===== config.mk =====
export PLATFORM = sky130hd
export DESIGN_NAME = sync_fifo_spram_fwft
export DESIGN_NICKNAME = d
export VERILOG_FILES = /design/src/rtl/sync_fifo_spram_fwft.sv
export SDC_FILE = /design/constraint.sdc
export NUM_CORES = 1
export LEC_CHECK = 0
export CORE_UTILIZATION = 40
export CTS_CLUSTER_SIZE = 30
export DETAILED_ROUTE_END_ITERATION = 10
export PLACE_DENSITY_LB_ADDON = 0.1
export SYNTH_ARGS = -nofsm -noshare
export SYNTH_HDL_FRONTEND = slang
export SYNTH_SLANG_ARGS = --single-unit

===== constraint.sdc =====
create_clock -name clk -period 6.12 [get_ports clk]
set_input_delay 1.224 -clock clk [delete_from_list [all_inputs] [get_ports clk]]
set_output_delay 1.224 -clock clk [all_outputs]
set_load 0.01 [all_outputs]

===== src/rtl/sync_fifo_spram_fwft.sv =====
// First-word-fall-through synchronous FIFO built on two interleaved single-port RAM banks.
// The head word sits in an output register with a one-word prefetch behind it.

module single_ram_model #(
  parameter int WIDTH = 8,
  parameter int DEPTH = 8
) (
  input  logic                                    clk,
  input  logic                                    en,
  input  logic                                    we,
  input  logic [((DEPTH > 1) ? $clog2(DEPTH) : 1)-1:0] addr,
  input  logic [WIDTH-1:0]                        wdata,
  output logic [WIDTH-1:0]                        rdata
);
  logic [WIDTH-1:0] mem [DEPTH];

  always_ff @(posedge clk) begin
    if (en) begin
      if (we) mem[addr] <= wdata;
      else    rdata     <= mem[addr];
    end
  end
endmodule

module sync_fifo_spram_fwft #(
  parameter int WIDTH    = 8,
  parameter int DEPTH    = 16,
  parameter int AF_LEVEL = DEPTH - 2,
  parameter int AE_LEVEL = 2
) (
  input  logic                       clk,
  input  logic                       rst_n,
  input  logic                       wr,
  input  logic [WIDTH-1:0]           din,
  input  logic                       rd,
  output logic [WIDTH-1:0]           dout,
  output logic [$clog2(DEPTH+1)-1:0] used_cnt,
  output logic                       full,
  output logic                       empty,
  output logic                       almost_full,
  output logic                       almost_empty,
  output logic                       overflow,
  output logic                       underflow
);
  localparam int   HALF   = DEPTH / 2;
  localparam int   AW     = (HALF > 1) ? $clog2(HALF) : 1;
  localparam int   CW     = $clog2(DEPTH + 1);
  localparam logic AF_RST = (AF_LEVEL <= 0);
  localparam logic AE_RST = (AE_LEVEL >= 0);

  logic             out_vld_q, out_vld_d, pf_vld_q, pf_vld_d, hold_vld_q, hold_vld_d;
  logic [WIDTH-1:0] out_q, out_d, pf_q, pf_d, hold_q, hold_d;
  logic             rvld_q, rbank_q, wsel_q, wsel_d, rsel_q, rsel_d;
  logic [AW-1:0]    waddr_q [2];
  logic [AW-1:0]    waddr_d [2];
  logic [AW-1:0]    raddr_q [2];
  logic [AW-1:0]    raddr_d [2];
  logic [CW-1:0]    ram_cnt_q, ram_cnt_d, cnt_q, cnt_d;
  logic             full_q, empty_q, af_q, ae_q, ovf_q, udf_q;

  logic             push, pop, issue_rd, hold_front, hold_wr, din_front, din_pend, din_hold, din_wr;
  logic             din_bank;
  logic [1:0]       front_cnt, front_left;
  logic [1:0]       bank_wr, bank_rd;
  logic [AW-1:0]    bank_addr  [2];
  logic [WIDTH-1:0] bank_wdata [2];
  logic [WIDTH-1:0] bank_rdata [2];
  logic [WIDTH-1:0] ram_rdata;

  function automatic logic [AW-1:0] ptr_inc(input logic [AW-1:0] p);
    return (p == AW'(HALF - 1)) ? '0 : p + AW'(1);
  endfunction

  // Words enter the front (output/prefetch) strictly in age order: RAM, then holding reg, then din.
  always_comb begin
    push       = wr & ~full_q;
    pop        = rd & ~empty_q;
    front_cnt  = 2'(out_vld_q) + 2'(pf_vld_q) + 2'(rvld_q);
    front_left = front_cnt - 2'(pop);
    issue_rd   = (ram_cnt_q != '0) && (front_left <= 2'd1);
    hold_front = hold_vld_q && (ram_cnt_q == '0) && (front_left <= 2'd1);
    din_front  = push && (ram_cnt_q == '0) && ((front_left + 2'(hold_vld_q)) <= 2'd1);
    hold_wr    = hold_vld_q && !hold_front;
    din_bank   = wsel_q ^ hold_wr;
    din_pend   = push && !din_front;
    din_hold   = din_pend && issue_rd && (din_bank == rsel_q);
    din_wr     = din_pend && !din_hold;
    ram_rdata  = rbank_q ? bank_rdata[1] : bank_rdata[0];
  end

  always_comb begin
    out_vld_d = out_vld_q;
    out_d     = out_q;
    pf_vld_d  = pf_vld_q;
    pf_d      = pf_q;
    if (pop) begin
      out_vld_d = pf_vld_q;
      if (pf_vld_q) out_d = pf_q;
      pf_vld_d  = 1'b0;
    end
    if (rvld_q) begin
      if (!out_vld_d) begin out_d = ram_rdata; out_vld_d = 1'b1; end
      else            begin pf_d  = ram_rdata; pf_vld_d  = 1'b1; end
    end
    if (hold_front) begin
      if (!out_vld_d) begin out_d = hold_q; out_vld_d = 1'b1; end
      else            begin pf_d  = hold_q; pf_vld_d  = 1'b1; end
    end
    if (din_front) begin
      if (!out_vld_d) begin out_d = din; out_vld_d = 1'b1; end
      else            begin pf_d  = din; pf_vld_d  = 1'b1; end
    end
    hold_vld_d = din_hold;
    hold_d     = din_hold ? din : hold_q;
  end

  // A deferred write only ever targets the bank the read just left, so it always drains next cycle.
  always_comb begin
    for (int b = 0; b < 2; b++) begin
      bank_wr[b]    = (hold_wr && (int'(wsel_q) == b)) || (din_wr && (int'(din_bank) == b));
      bank_wdata[b] = (hold_wr && (int'(wsel_q) == b)) ? hold_q : din;
      bank_rd[b]    = issue_rd && (int'(rsel_q) == b);
      bank_addr[b]  = bank_wr[b] ? waddr_q[b] : raddr_q[b];
      waddr_d[b]    = bank_wr[b] ? ptr_inc(waddr_q[b]) : waddr_q[b];
      raddr_d[b]    = bank_rd[b] ? ptr_inc(raddr_q[b]) : raddr_q[b];
    end
    wsel_d    = wsel_q ^ hold_wr ^ din_wr;
    rsel_d    = rsel_q ^ issue_rd;
    ram_cnt_d = ram_cnt_q + CW'(hold_wr) + CW'(din_wr) - CW'(issue_rd);
    cnt_d     = cnt_q + CW'(push) - CW'(pop);
  end

  for (genvar g = 0; g < 2; g++) begin : g_bank
    single_ram_model #(.WIDTH(WIDTH), .DEPTH(HALF)) u_bank (
      .clk   (clk),
      .en    (bank_wr[g] | bank_rd[g]),
      .we    (bank_wr[g]),
      .addr  (bank_addr[g]),
      .wdata (bank_wdata[g]),
      .rdata (bank_rdata[g])
    );
  end

  always_ff @(posedge clk or negedge rst_n) begin
    if (!rst_n) begin
      out_vld_q  <= 1'b0;
      out_q      <= '0;
      pf_vld_q   <= 1'b0;
      hold_vld_q <= 1'b0;
      rvld_q     <= 1'b0;
      rbank_q    <= 1'b0;
      wsel_q     <= 1'b0;
      rsel_q     <= 1'b0;
      for (int b = 0; b < 2; b++) begin
        waddr_q[b] <= '0;
        raddr_q[b] <= '0;
      end
      ram_cnt_q  <= '0;
      cnt_q      <= '0;
      full_q     <= 1'b0;
      empty_q    <= 1'b1;
      af_q       <= AF_RST;
      ae_q       <= AE_RST;
      ovf_q      <= 1'b0;
      udf_q      <= 1'b0;
    end else begin
      out_vld_q  <= out_vld_d;
      out_q      <= out_d;
      pf_vld_q   <= pf_vld_d;
      hold_vld_q <= hold_vld_d;
      rvld_q     <= issue_rd;
      rbank_q    <= rsel_q;
      wsel_q     <= wsel_d;
      rsel_q     <= rsel_d;
      for (int b = 0; b < 2; b++) begin
        waddr_q[b] <= waddr_d[b];
        raddr_q[b] <= raddr_d[b];
      end
      ram_cnt_q  <= ram_cnt_d;
      cnt_q      <= cnt_d;
      full_q     <= (cnt_d == CW'(DEPTH));
      empty_q    <= (cnt_d == '0);
      af_q       <= (cnt_d >= CW'(AF_LEVEL));
      ae_q       <= (cnt_d <= CW'(AE_LEVEL));
      ovf_q      <= wr & full_q;
      udf_q      <= rd & empty_q;
    end
  end

  always_ff @(posedge clk) begin
    pf_q   <= pf_d;
    hold_q <= hold_d;
  end

  assign dout         = out_q;
  assign used_cnt     = cnt_q;
  assign full         = full_q;
  assign empty        = empty_q;
  assign almost_full  = af_q;
  assign almost_empty = ae_q;
  assign overflow     = ovf_q;
  assign underflow    = udf_q;
endmodule


# Word level (Yosys, flattened, before mapping)
# Memory sizes are Yosys's and may differ from the RTL's. A register that Yosys moved wholly into a read port is not among the register bits.
# Index checks and enable logic that the tools add are counted.
classes:
  n_addsub: 13
  n_lt_le_gt_ge: 4
  eq_ne: 6
  n_mux: 40
  bitwise_logic: 16
  n_reduce_logical: 26
op_table:
  columns: ["operator", "count"]
  rows:
  - ["$mux W8", 17]
  - ["$mux W3", 6]
  - ["$mux W1", 17]
  - ["$logic_and A1 B1 Y1", 16]
  - ["$add A5 B1 Y5", 3]
  - ["$add A3 B1 Y3 const B", 4]
  - ["$eq A3 B3 Y1 const B", 4]
  - ["$logic_not A5 Y1", 2]
  - ["$sub A5 B1 Y5", 2]
  - ["$not A1 Y1", 7]
  - ["$eq A5 B5 Y1 const B", 1]
  - ["$ge A5 B4 Y1 const B", 1]
  - ["$le A5 B2 Y1 const B", 1]
  - ["$reduce_bool A5 Y1", 1]
  - ["$add A2 B1 Y2", 2]
  - ["$and A1 B1 Y1", 4]
  - ["$le A2 B1 Y1 const B", 2]
  - ["$reduce_and A2 Y1", 2]
  - ["$logic_not A1 Y1", 3]
  - ["$xor A1 B1 Y1", 3]
  - ["$add A1 B1 Y2", 1]
  - ["$logic_or A1 B1 Y1", 2]
  - ["$or A1 B1 Y1", 2]
  - ["$sub A2 B1 Y2", 1]
  - ["$eq A1 B1 Y1", 1]
totals:
  register_bits: 59
  ram_bits: 128
  in_bits: 12
  output_inout_bits: 19
  elab_cells: 129
  memories: 2
mem_list:
  columns: ["memory", "depth", "word_bits", "read_ports", "rd_clocked_by_memory_dff", "write_ports", "line_no", "source"]
  rows:
  - ["g_bank[0].u_bank.mem", 8, 8, 1, 1, 1, "15", "logic [WIDTH-1:0] mem [DEPTH];"]
  - ["g_bank[1].u_bank.mem", 8, 8, 1, 1, 1, "15", null]

# Logic depth before layout (Yosys ltp)
logic_depth:
  word_depth: 17
  mapped_depth: 21
  mapped_depth_nobuf: 20

# By module
# A second synthesis with hierarchy kept.
unflattened:
  cells_unflattened: 585
  hier_area_um2: 9161.3
by_module_without_submodules:
  columns: ["mod", "instances", "cells_each", "area_each_um2", "seq_area_each_um2"]
  rows:
  - ["single_ram_model", 2, 124, 2786.4, 2162.1]
  - ["sync_fifo_spram_fwft", 1, 337, 3588.4, 1478.9]

# Least setup slack after synthesis
# OpenSTA, ideal clock, no wires.
synth_path:
  path_type: "input to register"
  start: "in rd"
  end: "reg g_bank[0].u_bank.rdata[0], read port of g_bank[0].u_bank.mem (data pin)"
  setup_time_ns: 0.272
  arrival_time_ns: 5.224
  required_time_ns: 5.848
  setup_slack_ns: 0.624
  path_stages: 20
  path_buffers: 2
  cell_sequence: "nand2b_2 -> inv_4 -> ha_1 -> fa_1 -> xor2_1 -> nand2_1 -> nand2_1 -> inv_1 -> ha_1 -> xor2_1 -> nand2_1 -> and3_1 -> inv_1 -> fa_1 -> buf_2 -> nand2_1 -> a2bb2oi_1 -> clkbuf_1 -> a21oi_1 -> or4_1"
synth_via:
  elab_chain_len: 15
  elab_cells_between_ends: 27
  classes_between: "2 x add/sub; 2 x order compare; 1 x eq/ne; 1 x mux; 5 x bitwise; 16 x reduce/logical"
synth_rtl:
  columns: ["item", "line_no", "source"]
  rows:
  - ["start, declared", "35", "input logic rd,"]
  - ["$and A1 B1 Y1 *", "77", "pop = rd & ~empty_q;"]
  - ["$sub A2 B1 Y2 *", "79", "front_left = front_cnt - 2'(pop);"]
  - ["$add A2 B1 Y2 or $le A2 B1 Y1 (tied branches)", "82, 80, 81", null]
  - ["$le A2 B1 Y1 or $logic_and A1 B1 Y1 (tied branches)", "82, 81", null]
  - ["$logic_and A1 B1 Y1 or $logic_not A1 Y1 (tied branches)", "82, 83", null]
  - ["$logic_not A1 Y1 or $logic_and A1 B1 Y1 (tied branches)", "85, 83", null]
  - ["$logic_and A1 B1 Y1 or $xor A1 B1 Y1 (tied branches)", "85, 84", null]
  - ["$logic_and A1 B1 Y1 or $eq A1 B1 Y1 (tied branches)", "86", "din_hold = din_pend && issue_rd && (din_bank == rsel_q);"]
  - ["$logic_and A1 B1 Y1", "86", null]
  - ["$logic_not A1 Y1", "87", "din_wr = din_pend && !din_hold;"]
  - ["$logic_and A1 B1 Y1", "87", null]
  - ["$logic_and A1 B1 Y1", "120", "bank_wr[b] = (hold_wr && (int'(wsel_q) == b)) || (din_wr && (int'(din_bank) == b));"]
  - ["$logic_or A1 B1 Y1", "120", null]
  - ["$or A1 B1 Y1 or $not A1 Y1 (tied branches)", null, null]
  - ["$reduce_and A2 Y1 (no line)", null, null]
  - ["end, declared", "13", "output logic [WIDTH-1:0] rdata"]
# Mark *: on every way between the ends. The rest lies on a longest branch, timed or not.
# A chain may end at the register's enable or synchronous reset.

# Worst setup path in the final report
# Same ends and word-level chain as after synthesis.

==> reports/qor.yml <==
detailed_routing:
  avgRoutedWirePerCell_um: 19.0
  wirelength_mm: 20.9
  drt_iter0_markers: 373
  ant_nets: 0
  vias: 5917
  vias_per_cell: 5.37
  drc: 0
  dr.pass1.iters: 6
timing:
  worst_pin_slew_ps: 1070
  hold_violations: 0
  finalCriticalPeriod_ps: 5580
  finalSetupViolCount: 0
  report.final.slew_viol_count: 0
  max_slew_margin: 0.288
  tns_ps: 0
  skew_ps: 8.19
  rsz0062_at_grt: "no"
  fin_crit_sh: 0.912
  fmaxAchievable_mhz: 179
clock_network:
  cts-resized-gates: 0
  clk_latency_ps: 500
  clk_path_buf_depth: 3
  cts.sinks: 203
  cts_htree_levels: 1
  cts_root_buf: "clkbuf_16"
  clk_pin_slew_worst_paths_ps: 60
  cts_tree: "built"
  ctsHoldBuffers: 0
  numCtsBuffers: 23
  cts_setup_buffers: 0
die:
  die_h_um: 153
  dieArea_mm2: 0.0234
  initial_core_util: 0.412
  rows: 54
  ios: 31
  coreArea_mm2: 0.0221
  die_w_um: 153
power_and_ir_drop:
  leakage_nw: 4.09
  peakVddDrop_uv: 178
  power_per_cell_area_mw_per_mm2: 595
run:
  cap_violations: 0
layout:
  multiInputGateArea_mm2: 0.00298
  num-nets-final: 848
  nFillCells: 1936
  final_cell_count_no_fill: 1102
  regArea_mm2: 0.00580
  syn_to_final_growth_pct: 16.9
  drive_gt1_frac: 0.157
  n_antenna_cell: 0
synth:
  synthesis.yosys.warnings: 0
  synth_edf_count: 152
  yosys_most_used_dff: "edfxtp_1"
  synth_nets: 785
  syn_area_mm2: 0.00910
  synth-async-reset-ratio: 0.212
  ys_seq_area_frac: 0.637
  synth.avg_cell_area_um2: 12.3
  synthCells: 743
  ys_ff_latch: 203
  yosysUniqueCellTypes: 61
worst_setup_path:
  crit_type: "primary input to flop"
  cp_data_arrival_time_ps: 5810
  cp.required_ps: 6350
  crit_path_end_kind: "flop"
  worst_setup_path_start_kind: "primary input"
  crit_path_max_fanout: 28
global_route:
  grt_overflow: 0
  grtUsageMet1: 0.263
  busiest_layer: "met2"
  antenna_found_initial: 0
  grt_util_all_layers: 0.184
  grt_max_degree: 44
  use_met3: 0.0247
  grt_pass1_vias: 6070
  grt_pass1_wl_mm: 33.3
  gr-usage-met2: 0.294
placement:
  portBuffers: 30
  place_inst: 1061
  place.gp.congestion: 0.801
  place.detailed.hpwl_mm: 14.4
min_path:
  hold_path_class: "flop to flop"
run_status:
  outcome: "completed"
==> metal layers <==
layer	up-vias	share of wire
met5	-	0
met2	149	0.46
li1	2789	-
met3	26	0.046
met4	0	0.018
met1	2953	0.48
==> final cells by class <==
cell class,count,area share
repair buffers,69,0.0564
flip-flops and latches,203,0.545
inverters,42,0.0150
well taps,280,0.0329
multi-input cells,467,0.280
clock inverters,7,0.00787
clock buffers,34,0.0624
==> cell families (layout without fill, tap and decap cells) <==
kind of cell	count (synthesis)	after routing	share of synthesized area
compound gates	128	128	0.0906
xor+xnor	11	11	0.0106
buf+inv	73	152	0.0353
mux	44	44	0.0535
flops	203	203	0.637
simple gates	254	254	0.127
fa+ha+maj	30	30	0.0462
==> sequential cells by signal, indices dropped and copies added (netlist names), 5 cells and up <==
name and count:
dout 8, hold_q 8, pf_q 8, raddr_q 6
g_bank.u_bank.mem 128, used_cnt 5, g_bank.u_bank.rdata 16, ram_cnt_q 5
waddr_q 6
==> per-stage QoR <==
step	hold slack (ps)	instance area, um2	total power, mW	setup slack (ps)	util
2_1_floorplan	416	9100	4.09	624	-
3_3_place_gp	457	9900	4.94	113	0.448
3_5_place_dp	459	9900	5.03	42.4	0.448
6_report	462	10600	6.33	541	0.482
4_1_cts	473	10600	6.40	540	0.482
5_1_grt	479	10600	6.78	208	0.482
==> cells in the mapped netlist (4+ instances only) <==
cell type    n  area [um2]
xor2_1       4        35.0
nor2b_1      7        43.8
a31oi_1      9        56.3
o21ai_0      8        40.0
buf_2       12        60.1
fa_1         6         120
clkbuf_1    13        48.8
nor2_1      38         143
o22ai_1      5        31.3
mux2i_1      7        70.1
a21o_1       4        30.0
or4_1       16         120
mux2_2      37         417
inv_1       40         150
a211oi_1     6        45.0
o211ai_1     9        67.6
edfxtp_1   152        4560
a21oi_1     64         320
and2_1       5        31.3
nand2_1    152         571
nand3_1      9        45.0
dfrtp_1     41        1030
nor3_1      12        60.1
xnor2_1      7        61.3
dfxtp_1      8         160
ha_1        24         300
==> worst max-delay path, cell delays in order <==
cell	delay, ps
clkdlybuf4s50_1	500
nand2b_2	120
inv_4	120
ha_1	240
fa_1	410
xor2_1	220
nand2_1	80
nand2_1	150
inv_1	110
ha_1	290
xor2_1	160
nand2_1	80
and3_1	170
inv_1	60
fa_1	520
nand2b_1	240
and2_1	160
buf_4	230
nand2_1	100
a21oi_1	70
or4_1	530
==> power by group <==
part / switching, mW / internal [mW]
logic: 1.61 / 1.15
registers: 0.245 / 1.98
clock network: 0.516 / 0.832
total: 2.37 / 3.96
==> final timing paths <==
path	startpoint	end	slack (ps)	depth (start not counted)
setup / recovery	rd	g_bank[0].u_bank.rdata[0]	540	21
hold / removal	rsel_q	rbank_q	460	0
setup reg to reg	empty	g_bank[0].u_bank.rdata[0]	1140	20
hold reg to reg	rsel_q	rbank_q	460	0
max in group asynchronous	rst_n	raddr_q[3]	4530	1
min in group asynchronous	rst_n	used_cnt[2]	920	1
==> placed cells by master (no fill, tap or decap), types with 6 or more instances in the layout <==
cell             Yosys  final
nor2_1              38     38
buf_4                2     38
a21oi_1             64     64
mux2_2              37     37
ha_1                24     24
clkbuf_16            0     23
nand3_1              9      9
clkdlybuf4s50_1      0     29
o21ai_0              8      8
nand2_1            152    152
inv_1               40     40
dfrtp_1             41     41
dfxtp_1              8      8
o211ai_1             9      9
edfxtp_1           152    152
nor3_1              12     12
a211oi_1             6      6
fa_1                 6      6
mux2i_1              7      7
a31oi_1              9      9
xnor2_1              7      7
or4_1               16     16
nor2b_1              7      7
(Power assumes the default switching activity.)
